File: src/rtl/bcd_serial_converter.sv
// Sequential 8-bit binary to 3-digit BCD converter (shift-and-add-3, one step per clock).
// Latency 8 cycles from accepted start to result; start is ignored while busy.
module bcd_serial_converter (
    input  logic       clock,
    input  logic       resetn,
    input  logic       start,
    input  logic [7:0] value,
    output logic       busy,
    output logic       done,
    output logic [3:0] hundreds,
    output logic [3:0] tens,
    output logic [3:0] units
);

    typedef enum logic [1:0] {
        IDLE = 2'd0,
        CONV = 2'd1,
        DONE = 2'd2
    } state_t;

    state_t      state_q, state_d;
    // {hundreds, tens, units scratch nibbles, operand} shifted as one register
    logic [19:0] dd_q, dd_d;
    logic [2:0]  cnt_q, cnt_d;
    logic        busy_q, busy_d;
    logic        done_q, done_d;
    logic [3:0]  hun_q, hun_d;
    logic [3:0]  ten_q, ten_d;
    logic [3:0]  uni_q, uni_d;

    logic [11:0] adj;
    logic [19:0] step;

    function automatic logic [3:0] adj_nib(input logic [3:0] n);
        return (n >= 4'd5) ? n + 4'd3 : n;
    endfunction

    always_comb begin
        adj  = {adj_nib(dd_q[19:16]), adj_nib(dd_q[15:12]), adj_nib(dd_q[11:8])};
        step = {adj, dd_q[7:0]} << 1;

        state_d = state_q;
        dd_d    = dd_q;
        cnt_d   = cnt_q;
        busy_d  = busy_q;
        done_d  = done_q;
        hun_d   = hun_q;
        ten_d   = ten_q;
        uni_d   = uni_q;

        case (state_q)
            CONV: begin
                dd_d  = step;
                cnt_d = cnt_q + 3'd1;
                if (cnt_q == 3'd7) begin
                    state_d = DONE;
                    busy_d  = 1'b0;
                    done_d  = 1'b1;
                    hun_d   = step[19:16];
                    ten_d   = step[15:12];
                    uni_d   = step[11:8];
                end
            end
            IDLE, DONE: begin
                busy_d = 1'b0;
                done_d = 1'b0;
                if (start) begin
                    state_d = CONV;
                    dd_d    = {12'd0, value};
                    cnt_d   = 3'd0;
                    busy_d  = 1'b1;
                end else begin
                    state_d = IDLE;
                end
            end
            default: begin
                state_d = IDLE;
                busy_d  = 1'b0;
                done_d  = 1'b0;
            end
        endcase
    end

    always_ff @(posedge clock or negedge resetn) begin
        if (!resetn) begin
            state_q <= IDLE;
            dd_q    <= 20'd0;
            cnt_q   <= 3'd0;
            busy_q  <= 1'b0;
            done_q  <= 1'b0;
            hun_q   <= 4'd0;
            ten_q   <= 4'd0;
            uni_q   <= 4'd0;
        end else begin
            state_q <= state_d;
            dd_q    <= dd_d;
            cnt_q   <= cnt_d;
            busy_q  <= busy_d;
            done_q  <= done_d;
            hun_q   <= hun_d;
            ten_q   <= ten_d;
            uni_q   <= uni_d;
        end
    end

    assign busy     = busy_q;
    assign done     = done_q;
    assign hundreds = hun_q;
    assign tens     = ten_q;
    assign units    = uni_q;

endmodule

File: config.mk
export PLATFORM = sky130hd
export DESIGN_NAME = bcd_serial_converter
export DESIGN_NICKNAME = d
export VERILOG_FILES = /design/src/rtl/bcd_serial_converter.sv
export SDC_FILE = /design/constraint.sdc
export NUM_CORES = 1
export LEC_CHECK = 0
export BUFFER_PORTS_ARGS = -buffer_cell sky130_fd_sc_hd__buf_2
export CORE_ASPECT_RATIO = 0.5
export CORE_UTILIZATION = 50
export DETAILED_ROUTE_END_ITERATION = 10
export GPL_ROUTABILITY_DRIVEN = 1
export PLACE_DENSITY = 0.76
export SYNTH_ARGS = -nofsm -noshare
export SYNTH_HDL_FRONTEND = slang
export SYNTH_SLANG_ARGS = --single-unit
File: constraint.sdc
create_clock -name clock -period 1.95 [get_ports clock]
set_clock_uncertainty 0.1 [all_clocks]
set_input_delay 0.2925 -clock clock [delete_from_list [all_inputs] [get_ports clock]]
set_output_delay 0.2925 -clock clock [all_outputs]
set_load 0.05 [all_outputs]
After elaboration in Yosys (flattened, before gate mapping) --
Index checks and enable logic that the tools add are counted. W data, S select, Z words.
Word-level totals: flip-flop bits (word level) 39, bits of input ports 11, output and inout port bits 14, logic and storage cells 40
Cells by class: add/sub/neg operators 4, order comparisons 3, equality and inequality tests 5, multiplexer cells 15, reduce and logical (&&, ||, !) cells 5
Operators with widths (count):
- $pmux W20 S2 | 1
- $mux W20 | 1
- $ge A4 B3 Y1 const B | 3
- $add A4 B2 Y4 const B | 2
- $mux W4 | 2
- $mux W3 | 2
- $pmux W3 S2 | 1
- $mux W1 | 5
- $ne A2 B2 Y1 const B | 2
- $pmux W2 S2 | 1
- $reduce_and A2 Y1 | 2
- $add A3 B1 Y3 const B | 1
- $add A3 B2 Y3 const B | 1
- $eq A3 B3 Y1 const B | 1
- $eq A2 B1 Y1 const B | 1
- $eq A2 B2 Y1 const B | 1
- $logic_not A2 Y1 | 1
- $mux W2 | 1
- $pmux W1 S2 | 1
- $reduce_bool A2 Y1 | 1
- $reduce_or A2 Y1 | 1

Logic depth before layout (Yosys ltp) --
depth after elaboration 4, depth in mapped cells 7, mapped depth without buffers 6

Worst setup path after synthesis --
No wires, ideal clock.
path kind register to register, start point reg busy (netlist name), end point reg uni_q[0] (netlist: units[0]), setup time 0.125 ns, arrival time 1.482 ns, data required time 1.725 ns, slack 0.243 ns, cell stages (with the launch flop) 6, path buffers 2, period minus slack after synthesis 1.707 ns, cell sequence dfrtp_1 nor2b_2 buf_6 nand2_2 buf_6 mux2_4
RTL lines:
- end signal, assigned | line 102 | uni_q <= uni_d;
- end, declared | line 29 | logic [3:0] uni_q, uni_d;

Worst setup path in the final report --
start point reg dd_q[12], end point reg dd_q[14]
Between the ends: word-level cells in the longest chain between the ends 3, elaborated cells between the ends (all ways) 4, those cells by class 1 x add/sub; 1 x order compare; 2 x mux
Ends and longest elaborated chain:
- start, declared | line 23 | logic [19:0] dd_q, dd_d;
- start signal, assigned | line 87 | dd_q <= 20'd0;
- start signal, assigned | line 96 | dd_q <= dd_d;
- $add A4 B2 Y4 or $ge A4 B3 Y1 (tied branches) | line 35 | return (n >= 4'd5) ? n + 4'd3 : n;
- $mux W4 (*) | line 35
- $pmux W20 S2 (*) | line 51 | case (state_q)
Mark *: on every way between the ends. The rest lies on a longest branch, timed or not. A chain may end at the register's enable or synchronous reset.

==> flow_metrics.tcl <==
set metrics [dict create \
    dr.pass1.iters 4 \
    rows 14 \
    antenna_found_initial 0 \
    fin_crit_sh_pct 90.6 \
    cpPeakStageDelay_ns 0.41 \
    grt_pass1_wl_um 5610 \
    grt_max_degree 38 \
    drc_errors 0 \
    worstSetupStartpointType "register" \
    die_x_um 86.2 \
    syn_inst 166 \
    end_kind "register" \
    cap_violations 0 \
    dp_hpwl_um 2280 \
    cts_buffers 5 \
    grt_overflow_total 0 \
    cp.required_ns 2.06 \
    postCtsSetupBuffers 0 \
    ir_drop_v 0.000828 \
    finalHoldViolCount 0 \
    synth_cell_types 25 \
    diodes 0 \
    fin_tns_setup_ns 0 \
    crit_type "register to register" \
    total_power_w 0.00395 \
    arrival_ns 1.88 \
    power_density_mw_per_mm2 1930 \
    wire_per_inst_um 13.4 \
    vias 1255 \
    cts_buffer_depth 2 \
    hold_class "input pin to register" \
    ioPinCount 25 \
    synth.area.top_cells "dfrtp_1 (52%), o21ai_0 (7.9%), ha_1 (5.6%)" \
    tightest_slew_ns 0.451 \
    grt_pass1_vias 1251 \
    hp-start "start" \
    cts.reportedPaths.clkPinSlew_ns 0.08 \
    yosys_warnings 0 \
    viasPerCell 5.12 \
    synth_top_cell_by_area "dfrtp_1" \
    path_max_fanout 5 \
    synthesis.area_mm2 0.00177 \
    cts_tree "done" \
    syn_area_per_cell_um2 10.7 \
    fin_nets 215 \
    synth.top_cell.area_share_pct 52.2 \
    initial_core_util_pct 55.7 \
    clock_sinks 37 \
    leakagePower_nw 1.02 \
    drive_gt1_share_pct 23.9 \
    r2r-end "dd_q[14]$_DFFE_PN0P_" \
    die_y_um 44.1 \
    worstHoldPathCells 2 \
    antenna_left 0 \
    core_area_mm2 0.00319 \
    clock_latency_ns 0.29 \
    grt_setup_unrepaired "false" \
    synth_fp_nets 185 \
    cts-root-buf "clkbuf_8" \
    ys_seq_area_share_pct 52.2 \
    hold_end "busy$_DFFE_PN0P_" \
    max_slew_margin_pct 69.9 \
    status "finished, final reports clean" \
    syn_to_final_growth_pct 15.5 \
    fillCellCount 272 \
    holdWs_ns 0.195 \
    io_buffers 24 \
    setup_viol 0 \
    synth_seq_cells 37 \
    maxSlewViolCount 0 \
    fin_crit_ns 1.77 \
    cp_slowest_cell "dfrtp_1" \
    rr_worst_depth 6 \
    grtUsageTotal_pct 20.1 \
    place.gp.congestion 0.842 \
    ff2ff_setup_slack_ns 0.18 \
    drt-total-wl_um 3300 \
    max_clock_freq_ghz 0.566 \
    dieArea_mm2 0.00380 \
    drt_iter0_markers 66 \
    r2r-start "dd_q[12]$_DFFE_PN0P_" \
    cts_max_level 2 \
    worstPathCellList "inv_1, ha_1, nand2b_1, a21oi_1, mux2_2, o21ai_0" \
]
## per-layer routing
layer  part of all wire [%]  global-route usage, %  wire [um]
met1                     51                   27.2       1700
met2                     43                   30.5       1430
met3                    3.6                   5.78        119
met4                    1.5                   10.0         51
met5                      0                      0          0
## cells by family after synthesis
logic type | after synthesis | synth area share [%]
AOI/OAI and AO/OA | 44 | 14.1
buffers and inverters | 16 | 6.21
adders and majority gates | 8 | 5.64
and+or+nand+nor | 44 | 11.9
DFF | 37 | 52.2
xor gates and xnor gates | 3 | 1.48
muxes | 14 | 8.46
## what timing repair did
item / in CTS / in global routing
hold buffers: 1 / 0
gates resized for setup: 0 / 1
endpoints found under the setup margin: 0 / 1
hold endpoints to repair: 37 / 0
## flip-flops by register name, summed over array words and instances (netlist names)
name / flops
units: 4
tens: 4
state_q: 1
busy: 1
hundreds: 4
dd_q: 20
cnt_q: 3
## power by group
| part | internal [W] | leakage (nW) | switching (W) |
|---|---|---|---|
| Combinational | 0.000695 | 0.489 | 0.00122 |
| Sequential | 0.00111 | 0.469 | 0.000242 |
| Clock | 0.000417 | 0.0585 | 0.000273 |
| Total | 0.00222 | 1.02 | 0.00173 |
## Yosys cell counts
master / instances
dfrtp_1: 37
o21ai_0: 28
nand2_1: 26
mux2i_1: 9
ha_1: 8
inv_1: 8
a21oi_1: 7
a22o_1: 5
buf_6: 5
nor3b_1: 5
mux2_2: 4
nand3_1: 4
nand2b_1: 3
nor3_1: 3
xnor2_1: 3
a21oi_2: 2
buf_2: 1
buf_8: 1
clkbuf_1: 1
mux2_4: 1
nand2_2: 1
nor2b_2: 1
o21ai_1: 1
o2bb2ai_1: 1
or2b_1: 1
## stage by stage
stage	cells	setup WS, ns	utilization [%]	cell area [um^2]
floorplan	166	0.243	-	1770
global placement	236	0.283	60.2	1920
detailed placement	236	0.186	60.2	1920
CTS	245	0.163	64.2	2050
global route	245	0.0594	64.3	2050
finish	245	0.183	64.3	2050
## how the worst max path moves through the flow
stage	endpoint	from	cells past startpoint	slack, ns
2_1_floorplan	units[0]$_DFFE_PN0P_	busy$_DFFE_PN0P_	5	0.24
3_3_place_gp	dd_q[14]$_DFFE_PN0P_	dd_q[12]$_DFFE_PN0P_	6	0.28
6_report	dd_q[14]$_DFFE_PN0P_	dd_q[12]$_DFFE_PN0P_	6	0.18
5_1_grt	dd_q[10]$_DFFE_PN0P_	dd_q[8]$_DFFE_PN0P_	6	0.06
4_1_cts	dd_q[10]$_DFFE_PN0P_	dd_q[8]$_DFFE_PN0P_	6	0.16
3_5_place_dp	dd_q[10]$_DFFE_PN0P_	dd_q[8]$_DFFE_PN0P_	6	0.19
## final cells by class
type / count / area, um^2 / share of cell area (%)
Clock inverter: 1 / 30.0 / 1.47
Clock buffer: 7 / 86.3 / 4.21
Sequential cell: 37 / 926 / 45.2
Inverter: 8 / 30.0 / 1.47
Multi-Input combinational cell: 113 / 742 / 36.2
Tap cell: 48 / 60.1 / 2.93
Timing Repair Buffer: 31 / 175 / 8.55
## worst max-delay path: cells and delay by family, from the launching register on
kind	cells	cell delay (ns)
AOI/OAI and AO/OA	2	0.38
adders and majority gates	1	0.24
buffers and inverters	1	0.10
DFF	1	0.41
muxes	1	0.38
and+or+nand+nor	1	0.09
## placed cells by master (no fill, tap or decap)
cell type and count:
buf_2 24, a21oi_2 3, nand2_1 26, a22o_1 5
or2b_1 1, o21ai_0 28, xnor2_1 3, mux2_2 4
dfrtp_1 37, o21ai_1 1, mux2_4 1, inv_1 8
clkbuf_1 1, clkbuf_8 6, nor3b_1 5, nand3_1 4
ha_1 8, nor2b_2 1, buf_4 6, mux2i_1 9
a21oi_1 6, dlygate4sd3_1 1, bufinv_16 1, nand2b_1 3
o2bb2ai_1 1, nand2_2 1, nor3_1 3
(Power assumes the default switching activity.)
